<file path="config.mk">
export PLATFORM = sky130hd
export DESIGN_NAME = regfile_wb_arbiter
export DESIGN_NICKNAME = d
export VERILOG_FILES = /design/src/rtl/regfile_wb_arbiter.sv
export SDC_FILE = /design/constraint.sdc
export NUM_CORES = 1
export LEC_CHECK = 0
export CAP_MARGIN = 15
export CORE_ASPECT_RATIO = 0.75
export CORE_MARGIN = 8
export CORE_UTILIZATION = 47
export CTS_CLUSTER_SIZE = 12
export DETAILED_ROUTE_END_ITERATION = 10
export GPL_TIMING_DRIVEN = 0
export PLACE_DENSITY = 0.89
export REMOVE_ABC_BUFFERS = 1
export SLEW_MARGIN = 5
export SYNTH_ARGS = -nofsm -noshare
export SYNTH_HDL_FRONTEND = slang
export SYNTH_SLANG_ARGS = --single-unit
</file>
<file path="constraint.sdc">
create_clock -name clock -period 3.2 [get_ports clock]
set_input_delay 0.64 -clock clock [delete_from_list [all_inputs] [get_ports clock]]
set_output_delay 0.64 -clock clock [all_outputs]
set_load 0.02 [all_outputs]
</file>
<file path="src/rtl/regfile_wb_arbiter.sv">
// Write-back arbiter between the ALU and load unit in front of the register file,
// with a per-register busy scoreboard driven by decode reservations.
module regfile_wb_arbiter #(
  parameter int WORD_SIZE = 32
) (
  input  logic                 clock,
  input  logic                 reset_n,
  input  logic                 rsv_valid,
  input  logic [4:0]           rsv_addr,
  input  logic                 req0_valid,
  input  logic [4:0]           req0_addr,
  input  logic [WORD_SIZE-1:0] req0_data,
  output logic                 req0_ready,
  input  logic                 req1_valid,
  input  logic [4:0]           req1_addr,
  input  logic [WORD_SIZE-1:0] req1_data,
  output logic                 req1_ready,
  output logic                 rf_write_enable,
  output logic [4:0]           rf_write_addr,
  output logic [WORD_SIZE-1:0] rf_write_data,
  output logic [31:0]          busy
);

  logic                 ptr_q, ptr_d;
  logic                 we_q, we_d;
  logic [4:0]           waddr_q, waddr_d;
  logic [WORD_SIZE-1:0] wdata_q, wdata_d;
  logic [31:0]          busy_q, busy_d;

  logic                 grant1;
  logic                 xfer;
  logic [4:0]           xfer_addr;
  logic [WORD_SIZE-1:0] xfer_data;

  // ptr_q high means requester 1 wins a tie; it flips only on an actual transfer.
  always_comb begin
    grant1     = req1_valid && (!req0_valid || ptr_q);
    req0_ready = reset_n && req0_valid && !grant1;
    req1_ready = reset_n && grant1;
    xfer       = req0_ready || req1_ready;
    xfer_addr  = grant1 ? req1_addr : req0_addr;
    xfer_data  = grant1 ? req1_data : req0_data;

    ptr_d   = xfer ? !grant1 : ptr_q;
    we_d    = xfer && (xfer_addr != 5'd0);
    waddr_d = we_d ? xfer_addr : waddr_q;
    wdata_d = we_d ? xfer_data : wdata_q;

    // Clear on commit first so a same-edge reservation of that register wins.
    busy_d = busy_q;
    if (xfer) busy_d[xfer_addr] = 1'b0;
    if (rsv_valid) busy_d[rsv_addr] = 1'b1;
    busy_d[0] = 1'b0;
  end

  always_ff @(posedge clock or negedge reset_n) begin
    if (!reset_n) begin
      ptr_q   <= 1'b0;
      we_q    <= 1'b0;
      waddr_q <= '0;
      wdata_q <= '0;
      busy_q  <= '0;
    end else begin
      ptr_q   <= ptr_d;
      we_q    <= we_d;
      waddr_q <= waddr_d;
      wdata_q <= wdata_d;
      busy_q  <= busy_d;
    end
  end

  assign rf_write_enable = we_q;
  assign rf_write_addr   = waddr_q;
  assign rf_write_data   = wdata_q;
  assign busy            = busy_q;

endmodule
</file>
==> impl_metrics.py, run 1 <==
metrics = {
    "global_routing": {
        "antenna_found_initial": 0,
        "grt_pass1_vias": 3655,
        "grt-ovfl-total": 0,
        "grt_max_degree": 65,
        "grt_pass1_wl_um": 20100,
        "grt_util_all_layers": 0.229,
    },
    "cells_and_area": {
        "final_area_um2": 5710,
        "drive_gt1_frac": 0.213,
        "finalCoreUtilization": 0.721,
        "syn2layout_area_growth_pct": 48.5,
        "antenna_cells": 0,
        "final_nets": 571,
    },
    "flow_run": {
        "maxCapViolCount": 0,
    },
    "status": {
        "status": "complete, no violations",
    },
    "floorplan": {
        "die_area_um2": 11400,
        "start_util": 0.485,
        "die_y_um": 94.3,
        "core_area_um2": 7920,
        "dieWidth_um": 120,
        "num_rows": 28,
        "ioPinCount": 156,
    },
    "placement": {
        "place_ws_ns": -0.435,
        "port_buffers": 154,
        "gp_congestion": 0.823,
        "dpl_cell_area_um2": 5450,
        "dpl.hpwl_um": 9540,
    },
    "timing": {
        "max_slew.worst_pin.slew_ns": 0.746,
        "slew_headroom": 0.502,
        "slew_violations": 0,
        "worst_slack_ns": 0.0630,
        "hold_viol_final": 0,
        "finalCritPeriodShare": 0.980,
        "worst_clock_skew_ns": 0.00840,
        "finalSetupViolations": 0,
        "min_period_ns": 3.14,
        "max_freq_mhz": 319,
        "fin_setup_tns_ns": 0,
    },
    "routing": {
        "m1WireLength_um": 4900,
        "highest_layer": "met4",
        "dr_total_vias": 3491,
        "drtIter0Drc": 279,
        "wl_met2_um": 6750,
        "drt-vias-per-instance": 5.85,
        "dr.pass1.iters": 5,
        "ant_nets": 0,
        "wl_per_cell_um": 21.6,
        "drt-total-wl_um": 12900,
        "met3_length_um": 910,
        "drcViolationCount": 0,
    },
    "synthesis": {
        "avgSynthCellArea_um2": 11.5,
        "ys_async_sr_fraction": 1.00,
        "ys_types": 45,
        "ys_ff_latch": 70,
        "yosysSeqAreaShare": 0.456,
        "synth_edf_count": 0,
        "syn_area_um2": 3840,
        "synth-main-ff-cell": "dfrtp_1",
        "ys_warn_count": 0,
        "synthCells": 334,
    },
    "worst_hold_path": {
        "hp-class": "input pin to async pin",
    },
    "pwr": {
        "peakVddDrop_mv": 0.275,
        "leakage_nw": 2.56,
        "power.total_mw": 2.60,
        "power_density_nw_per_um2": 455,
    },
    "setup_path": {
        "crit_path_end_kind": "output pin",
        "path_max_fanout": 37,
        "required_ns": 2.56,
        "reg2reg_depth": 6,
        "crit_start": "req0_valid",
        "cp-endpoint": "req1_ready",
        "cp-start-kind": "input pin",
        "r2r-end": "rf_write_data[31]",
        "r2r_start": "ptr_q",
        "cp.arrival_ns": 2.50,
        "ff2ff_setup_slack_ns": 0.93,
        "crit_type": "input pin to output pin",
    },
    "clock_network": {
        "cts_buffers": 9,
        "clock_sinks": 70,
        "cts_tree": "done",
        "cts.path.max_buffers": 2,
        "clk_latency_ns": 0.36,
        "htree_levels": 3,
        "cts_root_buf": "clkbuf_8",
        "cts_hold_buf": 0,
        "clk_pin_slew_ns": 0.08,
    },
}
[area by class of cell]
class | count | area (µm²)
sequential | 70 | 1750
clock buffer | 9 | 124
fill | 528 | 2210
timing repair buffer | 163 | 1650
tap | 105 | 131
multi-input combinational | 206 | 1840
inverter | 37 | 139
clock inverter | 7 | 72.6
[power by group]
part	leakage, nW	total, mW	switching (mW)	internal, mW
sequential	0.732	1.04	0.0586	0.980
combinational	1.73	0.839	0.387	0.452
clock	0.0956	0.720	0.359	0.361
[cells in the mapped netlist, types with 2 or more instances]
| cell type | instances | share of area |
|---|---|---|
| and3_1 | 3 | 0.0049 |
| o21ai_0 | 6 | 0.0078 |
| nand4_1 | 6 | 0.0098 |
| dfrtp_1 | 70 | 0.46 |
| mux2_2 | 40 | 0.12 |
| mux2_4 | 26 | 0.10 |
| a2111o_1 | 2 | 0.0059 |
| a31oi_1 | 4 | 0.0065 |
| or4_1 | 2 | 0.0039 |
| inv_1 | 36 | 0.035 |
| nand3_1 | 31 | 0.040 |
| o22ai_1 | 2 | 0.0033 |
| a21oi_1 | 4 | 0.0052 |
| buf_4 | 4 | 0.0078 |
| nand2_1 | 4 | 0.0039 |
| mux2i_1 | 2 | 0.0052 |
| or3b_2 | 2 | 0.0046 |
| nor2_1 | 8 | 0.0078 |
| buf_1 | 2 | 0.0020 |
| o211ai_1 | 3 | 0.0059 |
| o2111ai_1 | 4 | 0.0091 |
| nor4_1 | 4 | 0.0065 |
| buf_2 | 4 | 0.0052 |
| nand4b_1 | 3 | 0.0068 |
| nand3b_1 | 5 | 0.0098 |
| nor2b_1 | 3 | 0.0049 |
| buf_6 | 4 | 0.012 |
| o221ai_1 | 28 | 0.064 |
| clkbuf_1 | 6 | 0.0059 |
[how the worst min path moves through the flow]
stage	endpoint	startpoint	slack, ns	depth (start not counted)
after floorplan	busy[10]	reset_n	0.34	0
after global placement	rf_write_addr[4]	rf_write_addr[4]	0.48	2
after detailed placement	rf_write_data[14]	reset_n	0.49	1
after CTS	rf_write_data[14]	reset_n	0.1	1
after global routing	rf_write_enable	reset_n	0.11	1
final	rf_write_data[13]	reset_n	0.11	1
[layout by cell type, fill, tap and decap left out, types with 2 or more instances in the layout]
cell type	synthesis	final
a2111o_1	2	2
a21oi_1	4	4
a31oi_1	4	4
and3_1	3	3
buf_4	4	6
buf_8	0	3
clkbuf_8	0	9
clkdlybuf4s50_1	0	152
clkinv_2	0	2
clkinvlp_4	0	2
dfrtp_1	70	70
inv_1	36	36
mux2_2	40	40
mux2_4	26	26
mux2i_1	2	2
nand2_1	4	4
nand3_1	31	31
nand3b_1	5	5
nand4_1	6	6
nand4b_1	3	3
nor2_1	8	8
nor2b_1	3	3
nor4_1	4	4
o2111ai_1	4	4
o211ai_1	3	3
o21ai_0	6	6
o221ai_1	28	28
o22ai_1	2	2
or3b_2	2	2
or4_1	2	2
[repair_timing]
item                                   in CTS  in global routing
endpoints found under the hold margin       0                  0
resized for setup                           6                  0
setup endpoints to repair                   2                  1
buffers inserted                            0                  5
[critical path, cell delays in order]
cell and delay, ns:
clkdlybuf4s50_1 0.56, nand2b_4 0.25, nand2_8 0.22, nor2_1 0.18, clkdlybuf4s50_1 0.63
[layer usage]
layer | vias up | global-route usage
met5 | - | 0
met3 | 32 | 0.0492
met4 | 0 | 0.102
li1 | 1553 | -
met1 | 1728 | 0.259
met2 | 178 | 0.409
[flip-flops by register name (all words and copies together), names as in the netlist]
name             count
rf_write_data       32
busy                31
rf_write_addr        5
ptr_q                1
rf_write_enable      1
[stage by stage]
| step | cells | hold slack [ns] |
|---|---|---|
| 3_5_place_dp | 576 | 0.492 |
| 3_3_place_gp | 572 | 0.484 |
| 5_1_grt | 597 | 0.106 |
| 6_report | 597 | 0.108 |
| 2_1_floorplan | 313 | 0.344 |
| 4_1_cts | 592 | 0.0996 |
[logic make-up (layout without fill, tap and decap cells)]
kind of cell,after synthesis,count (layout),synth area share
AO/OA/AOI/OAI,60,60,0.127
buffers and inverters,58,216,0.0700
flip-flops,70,70,0.456
multiplexers,68,68,0.224
other,1,1,0.000976
AND/OR/NAND/NOR,77,77,0.122
(Power assumes the default switching activity.)
==> inputs of run 2 (changes only) <==
--- a/config.mk
+++ b/config.mk
@@ -7,7 +7,7 @@
 export LEC_CHECK = 0
 export CAP_MARGIN = 15
 export CORE_ASPECT_RATIO = 0.75
-export CORE_MARGIN = 8
+export CORE_MARGIN = 2
 export CORE_UTILIZATION = 47
 export CTS_CLUSTER_SIZE = 12
 export DETAILED_ROUTE_END_ITERATION = 10
==> run 2 against run 1 <==
Clock-buffer cell count rose by 3. Largest cell class unchanged. Routed wire length fell by 4.8%. Critical path type unchanged. Largest power group unchanged. Die area is 21% lower. Sequential power barely moved.
==> impl_metrics.py, run 2 (same netlist as run 1, synthesis figures left out) <==
metrics = {
    "global_routing": {
        "grt_max_degree": 65,
        "grt_pass1_vias": 3689,
        "grt-ovfl-total": 0,
        "grt_pass1_wl_um": 19200,
        "grt_util_all_layers": 0.289,
        "antenna_found_initial": 0,
    },
    "setup_path": {
        "required_ns": 2.56,
        "crit_path_end_kind": "output pin",
        "cp-start-kind": "input pin",
        "cpMostUsedCell": "clkdlybuf4s50_1",
        "worstPathCellList": "clkdlybuf4s50_1 > nand2b_4 > nand2_8 > nor2_1 > clkdlybuf4s50_1",
        "cp_slowest_cell": "clkdlybuf4s50_1",
        "slowest_delay_ns": 0.61,
        "cp.arrival_ns": 2.47,
        "path_max_fanout": 37,
        "reg2reg_depth": 5,
        "crit_type": "input pin to output pin",
        "ff2ff_setup_slack_ns": 0.78,
    },
    "routing": {
        "drtIter0Drc": 193,
        "wl_per_cell_um": 20.7,
        "dr.pass1.iters": 5,
        "dr_total_vias": 3525,
        "drt-total-wl_um": 12300,
        "highest_layer": "met4",
        "wl_met2_um": 6320,
        "drt-vias-per-instance": 5.92,
        "drcViolationCount": 0,
        "met3_length_um": 996,
        "ant_nets": 0,
        "m1WireLength_um": 4580,
    },
    "timing": {
        "slew_headroom": 0.419,
        "worst_clock_skew_ns": 0.00581,
        "finalSetupViolations": 0,
        "finalCritPeriodShare": 0.971,
        "slew_violations": 0,
        "max_freq_mhz": 322,
        "hold_viol_final": 0,
        "max_slew.worst_pin.slew_ns": 0.872,
        "worst_slack_ns": 0.0940,
        "min_period_ns": 3.11,
        "grt_setup_unrepaired": "no",
    },
    "pwr": {
        "power.total_mw": 2.51,
        "leakage_nw": 2.54,
        "peakVddDrop_mv": 0.339,
        "power_density_nw_per_um2": 442,
    },
    "clock_network": {
        "clock_sinks": 70,
        "cts_tree": "done",
        "cts_buffers": 9,
        "htree_levels": 3,
        "cts.path.max_buffers": 2,
        "clk_pin_slew_ns": 0.07,
        "cts_root_buf": "clkbuf_8",
        "clk_latency_ns": 0.36,
        "cts_hold_buf": 0,
    },
    "worst_hold_path": {
        "hp-class": "input pin to async pin",
    },
    "floorplan": {
        "die_area_um2": 8920,
        "ioPinCount": 156,
        "start_util": 0.485,
        "num_rows": 28,
        "die_y_um": 82.3,
        "core_area_um2": 7920,
        "dieWidth_um": 108,
    },
    "cells_and_area": {
        "final_nets": 569,
        "final_area_um2": 5660,
        "layout_common_cells": "clkdlybuf4s50_1 (152), dfrtp_1 (70), mux2_2 (40), inv_1 (36), nand3_1 (31)",
        "largest_reg_flops": 32,
        "seq_area_um2": 1750,
        "n_fill_cell": 534,
        "syn2layout_area_growth_pct": 47.4,
        "multi_input_area_um2": 1840,
        "finalCoreUtilization": 0.715,
        "antenna_cells": 0,
        "drive_gt1_frac": 0.206,
        "final_common_cell": "clkdlybuf4s50_1",
    },
    "placement": {
        "dpl_cell_area_um2": 5440,
        "port_buffers": 154,
        "gp_congestion": 0.859,
        "place_ws_ns": -0.551,
        "dpl.hpwl_um": 9140,
    },
    "flow_run": {
        "maxCapViolCount": 0,
    },
    "status": {
        "status": "complete, no violations",
    },
}
-- run 2: path summary, 6_finish.rpt --
check                                 start                 to
max                              req0_valid         req1_ready
min                                 reset_n  rf_write_data[24]
max reg2reg                           ptr_q  rf_write_data[31]
min reg2reg                rf_write_data[0]   rf_write_data[0]
max in group asynchronous           reset_n  rf_write_data[11]
min in group clock         rf_write_data[0]   rf_write_data[0]
-- run 2: report_power, final --
part	switching, mW	internal, mW
logic	0.385	0.449
clock network	0.332	0.299
registers	0.0597	0.981
-- run 2: final cells by class --
type	instances	share of cell area
Clock buffer	12	0.0256
Clock inverter	4	0.00398
Inverter	37	0.0245
Multi-Input combinational cell	206	0.326
Sequential cell	70	0.309
Tap cell	105	0.0232
Timing Repair Buffer	161	0.288
-- run 2: repair_timing --
item / 4_1_cts / 5_1_grt
buffers inserted: 0 / 4
resized for setup: 7 / 0
endpoints found under the setup margin: 29 / 1
gates cloned: 0 / 0
-- run 2: worst max-delay path: cells and delay by family --
| kind | cells | cell delay [ns] |
|---|---|---|
| buffers and inverters | 2 | 1.17 |
| and+or+nand+nor | 3 | 0.64 |
-- run 2: per-layer routing --
layer,vias to the layer above,global-route usage
met4,0,0.144
met2,194,0.506
met3,30,0.0699
met5,-,0
li1,1548,-
met1,1753,0.337
-- run 2: through the flow --
step                      instances  hold slack [ns]  TNS (ns)
final                           595            0.116         0
after global routing            595            0.108         0
after CTS                       591            0.112         0
after detailed placement        575            0.492    -16.86
after global placement          572            0.485   -251.70
after floorplan                 313            0.344     -3.04
==> inputs of run 3 (changes only) <==
--- a/config.mk
+++ b/config.mk
@@ -5,6 +5,7 @@
 export SDC_FILE = /design/constraint.sdc
 export NUM_CORES = 1
 export LEC_CHECK = 0
+export ABC_CLOCK_PERIOD_IN_PS = 3200
 export CAP_MARGIN = 15
 export CORE_ASPECT_RATIO = 0.75
 export CORE_MARGIN = 2
@@ -12,6 +13,7 @@
 export CTS_CLUSTER_SIZE = 12
 export DETAILED_ROUTE_END_ITERATION = 10
 export GPL_TIMING_DRIVEN = 0
+export MAX_ROUTING_LAYER = met4
 export PLACE_DENSITY = 0.89
 export REMOVE_ABC_BUFFERS = 1
 export SLEW_MARGIN = 5
==> constraint.sdc (replaced) <==
create_clock -name clock -period 3.2 [get_ports clock]
set_input_delay 0.48 -clock clock [delete_from_list [all_inputs] [get_ports clock]]
set_output_delay 0.48 -clock clock [all_outputs]
set_load 0.02 [all_outputs]
==> run 3 against run 2 <==
Final area down 0.33%. Sequential cell count unchanged. Core utilization down 0.24 points. Register-to-register slack worse by 0.31 ns. Critical path type unchanged. Clock power about the same. Routed wire length up 0.98%. Clock skew up 0.0021 ns.
==> impl_metrics.py, run 3 (same netlist as run 1, synthesis figures left out) <==
metrics = {
    "cells_and_area": {
        "fin_cells": 593,
        "largest_reg_flops": 32,
        "final_area_um2": 5640,
        "layout_common_cells": "clkdlybuf4s50_1 (152), dfrtp_1 (70), mux2_2 (40), inv_1 (36), nand3_1 (31)",
        "antenna_cells": 0,
        "final_nets": 567,
        "syn2layout_area_growth_pct": 46.9,
        "final_common_cell": "clkdlybuf4s50_1",
        "drive_gt1_frac": 0.199,
    },
    "timing": {
        "max_slew.worst_pin.slew_ns": 0.853,
        "finalCritPeriodShare": 0.955,
        "slew_violations": 0,
        "hold_viol_final": 0,
        "slew_headroom": 0.431,
        "max_freq_mhz": 327,
        "grt_setup_unrepaired": "no",
        "finalSetupViolations": 0,
        "min_period_ns": 3.06,
        "worst_clock_skew_ns": 0.00789,
    },
    "pwr": {
        "leakage_nw": 2.53,
        "power_density_nw_per_um2": 442,
        "peakVddDrop_mv": 0.338,
    },
    "global_routing": {
        "grt_max_degree": 65,
        "grt-ovfl-total": 0,
        "grt_pass1_wl_um": 19200,
        "grt_pass1_vias": 3703,
        "grt_util_all_layers": 0.298,
        "antenna_found_initial": 0,
    },
    "worst_hold_path": {
        "hold_depth": 1,
        "hold_start": "rf_write_data[0]",
        "hold_end": "rf_write_data[0]",
        "hp-class": "flop to flop",
    },
    "routing": {
        "dr.pass1.iters": 5,
        "wl_per_cell_um": 20.9,
        "ant_nets": 0,
        "drt-vias-per-instance": 5.96,
        "drcViolationCount": 0,
        "dr_total_vias": 3533,
        "drtIter0Drc": 252,
        "drt-total-wl_um": 12400,
    },
    "setup_path": {
        "reg2reg_depth": 5,
        "critPathTopFamily": "buffers and inverters",
        "crit_path_end_kind": "output pin",
        "r2r_start": "ptr_q",
        "ff2ff_setup_slack_ns": 0.47,
        "worstPathCellList": "dlygate4sd2_1 > nand2_4 > nor2_1 > clkdlybuf4s50_1",
        "cp.depth": 4,
        "cp.arrival_ns": 2.58,
        "crit_type": "input pin to output pin",
        "r2r-end": "rf_write_data[31]",
        "cp-start-kind": "input pin",
        "cp_slowest_cell": "dlygate4sd2_1",
        "path_max_fanout": 37,
        "slowest_delay_ns": 0.73,
        "crit_buf_inv": 2,
        "required_ns": 2.72,
    },
    "clock_network": {
        "post-cts-setup-buffers": 0,
        "htree_levels": 3,
        "cts_root_buf": "clkbuf_8",
        "cts_buffers": 9,
        "clk_latency_ns": 0.36,
        "cts_tree": "done",
        "cts.path.max_buffers": 2,
        "clk_pin_slew_ns": 0.07,
        "clock_sinks": 70,
    },
    "placement": {
        "port_buffers": 154,
        "dpl_cell_area_um2": 5440,
        "dpl.hpwl_um": 9140,
        "dp.cells": 575,
        "gp_congestion": 0.873,
    },
    "status": {
        "status": "complete, no violations",
    },
    "floorplan": {
        "die_y_um": 82.3,
        "die_area_um2": 8920,
        "ioPinCount": 156,
        "num_rows": 28,
        "start_util": 0.485,
        "dieWidth_um": 108,
        "core_area_um2": 7920,
    },
    "flow_run": {
        "maxCapViolCount": 0,
    },
}
==> run 3: cell type report <==
type / count / area, µm²
clock buffers: 12 / 145
repair buffers: 159 / 1630
multi-input cells: 206 / 1820
fillers: 536 / 2270
inverters: 37 / 139
clock inverters: 4 / 22.5
well taps: 105 / 131
flip-flops and latches: 70 / 1750
==> run 3: per-layer routing <==
| layer | GRT usage | wire length, µm | vias to the layer above |
|---|---|---|---|
| met4 | 0.169 | 465 | 0 |
| met1 | 0.338 | 4830 | 1752 |
| met5 | - | 0 | - |
| met2 | 0.503 | 6260 | 198 |
| met3 | 0.0581 | 862 | 37 |
| li1 | - | - | 1546 |
==> run 3: per-stage QoR <==
| step | util | power [mW] | TNS, ns | worst slack [ns] | hold slack [ns] |
|---|---|---|---|---|---|
| final | 0.713 | 2.49 | 0 | 0.144 | 0.508 |
| after CTS | 0.710 | 2.49 | 0 | 0.0728 | 0.501 |
| after global routing | 0.713 | 2.59 | 0 | 0.0317 | 0.523 |
| after global placement | 0.680 | 1.83 | -228.66 | -3.22 | 0.485 |
| after detailed placement | 0.687 | 1.87 | -10.48 | -0.391 | 0.333 |
| after floorplan | - | 1.45 | 0 | 0.00388 | 0.184 |
==> run 3: worst max path at each step <==
stage	start	endpoint	slack, ns
global placement	reset_n	rf_write_data[1]	-3.22
floorplan	req0_valid	rf_write_addr[3]	0.004
CTS	reset_n	req0_ready	0.07
detailed placement	req1_valid	rf_write_data[31]	-0.39
global route	req0_valid	req1_ready	0.03
finish	req1_valid	req1_ready	0.14
==> run 3: timing repair <==
action / 4_1_cts / 5_1_grt
pin swaps: 0 / 0
gates cloned: 0 / 1
hold endpoints to repair: 11 / 0
resized for setup: 2 / 0
hold buffers: 1 / 0
setup endpoints to repair: 7 / 2
==> run 3: power breakdown <==
group | internal (mW) | leakage, nW | switching [mW] | total, mW
clock network | 0.299 | 0.0861 | 0.331 | 0.630
registers | 0.981 | 0.732 | 0.0594 | 1.04
logic | 0.443 | 1.71 | 0.382 | 0.824
total | 1.72 | 2.53 | 0.772 | 2.49
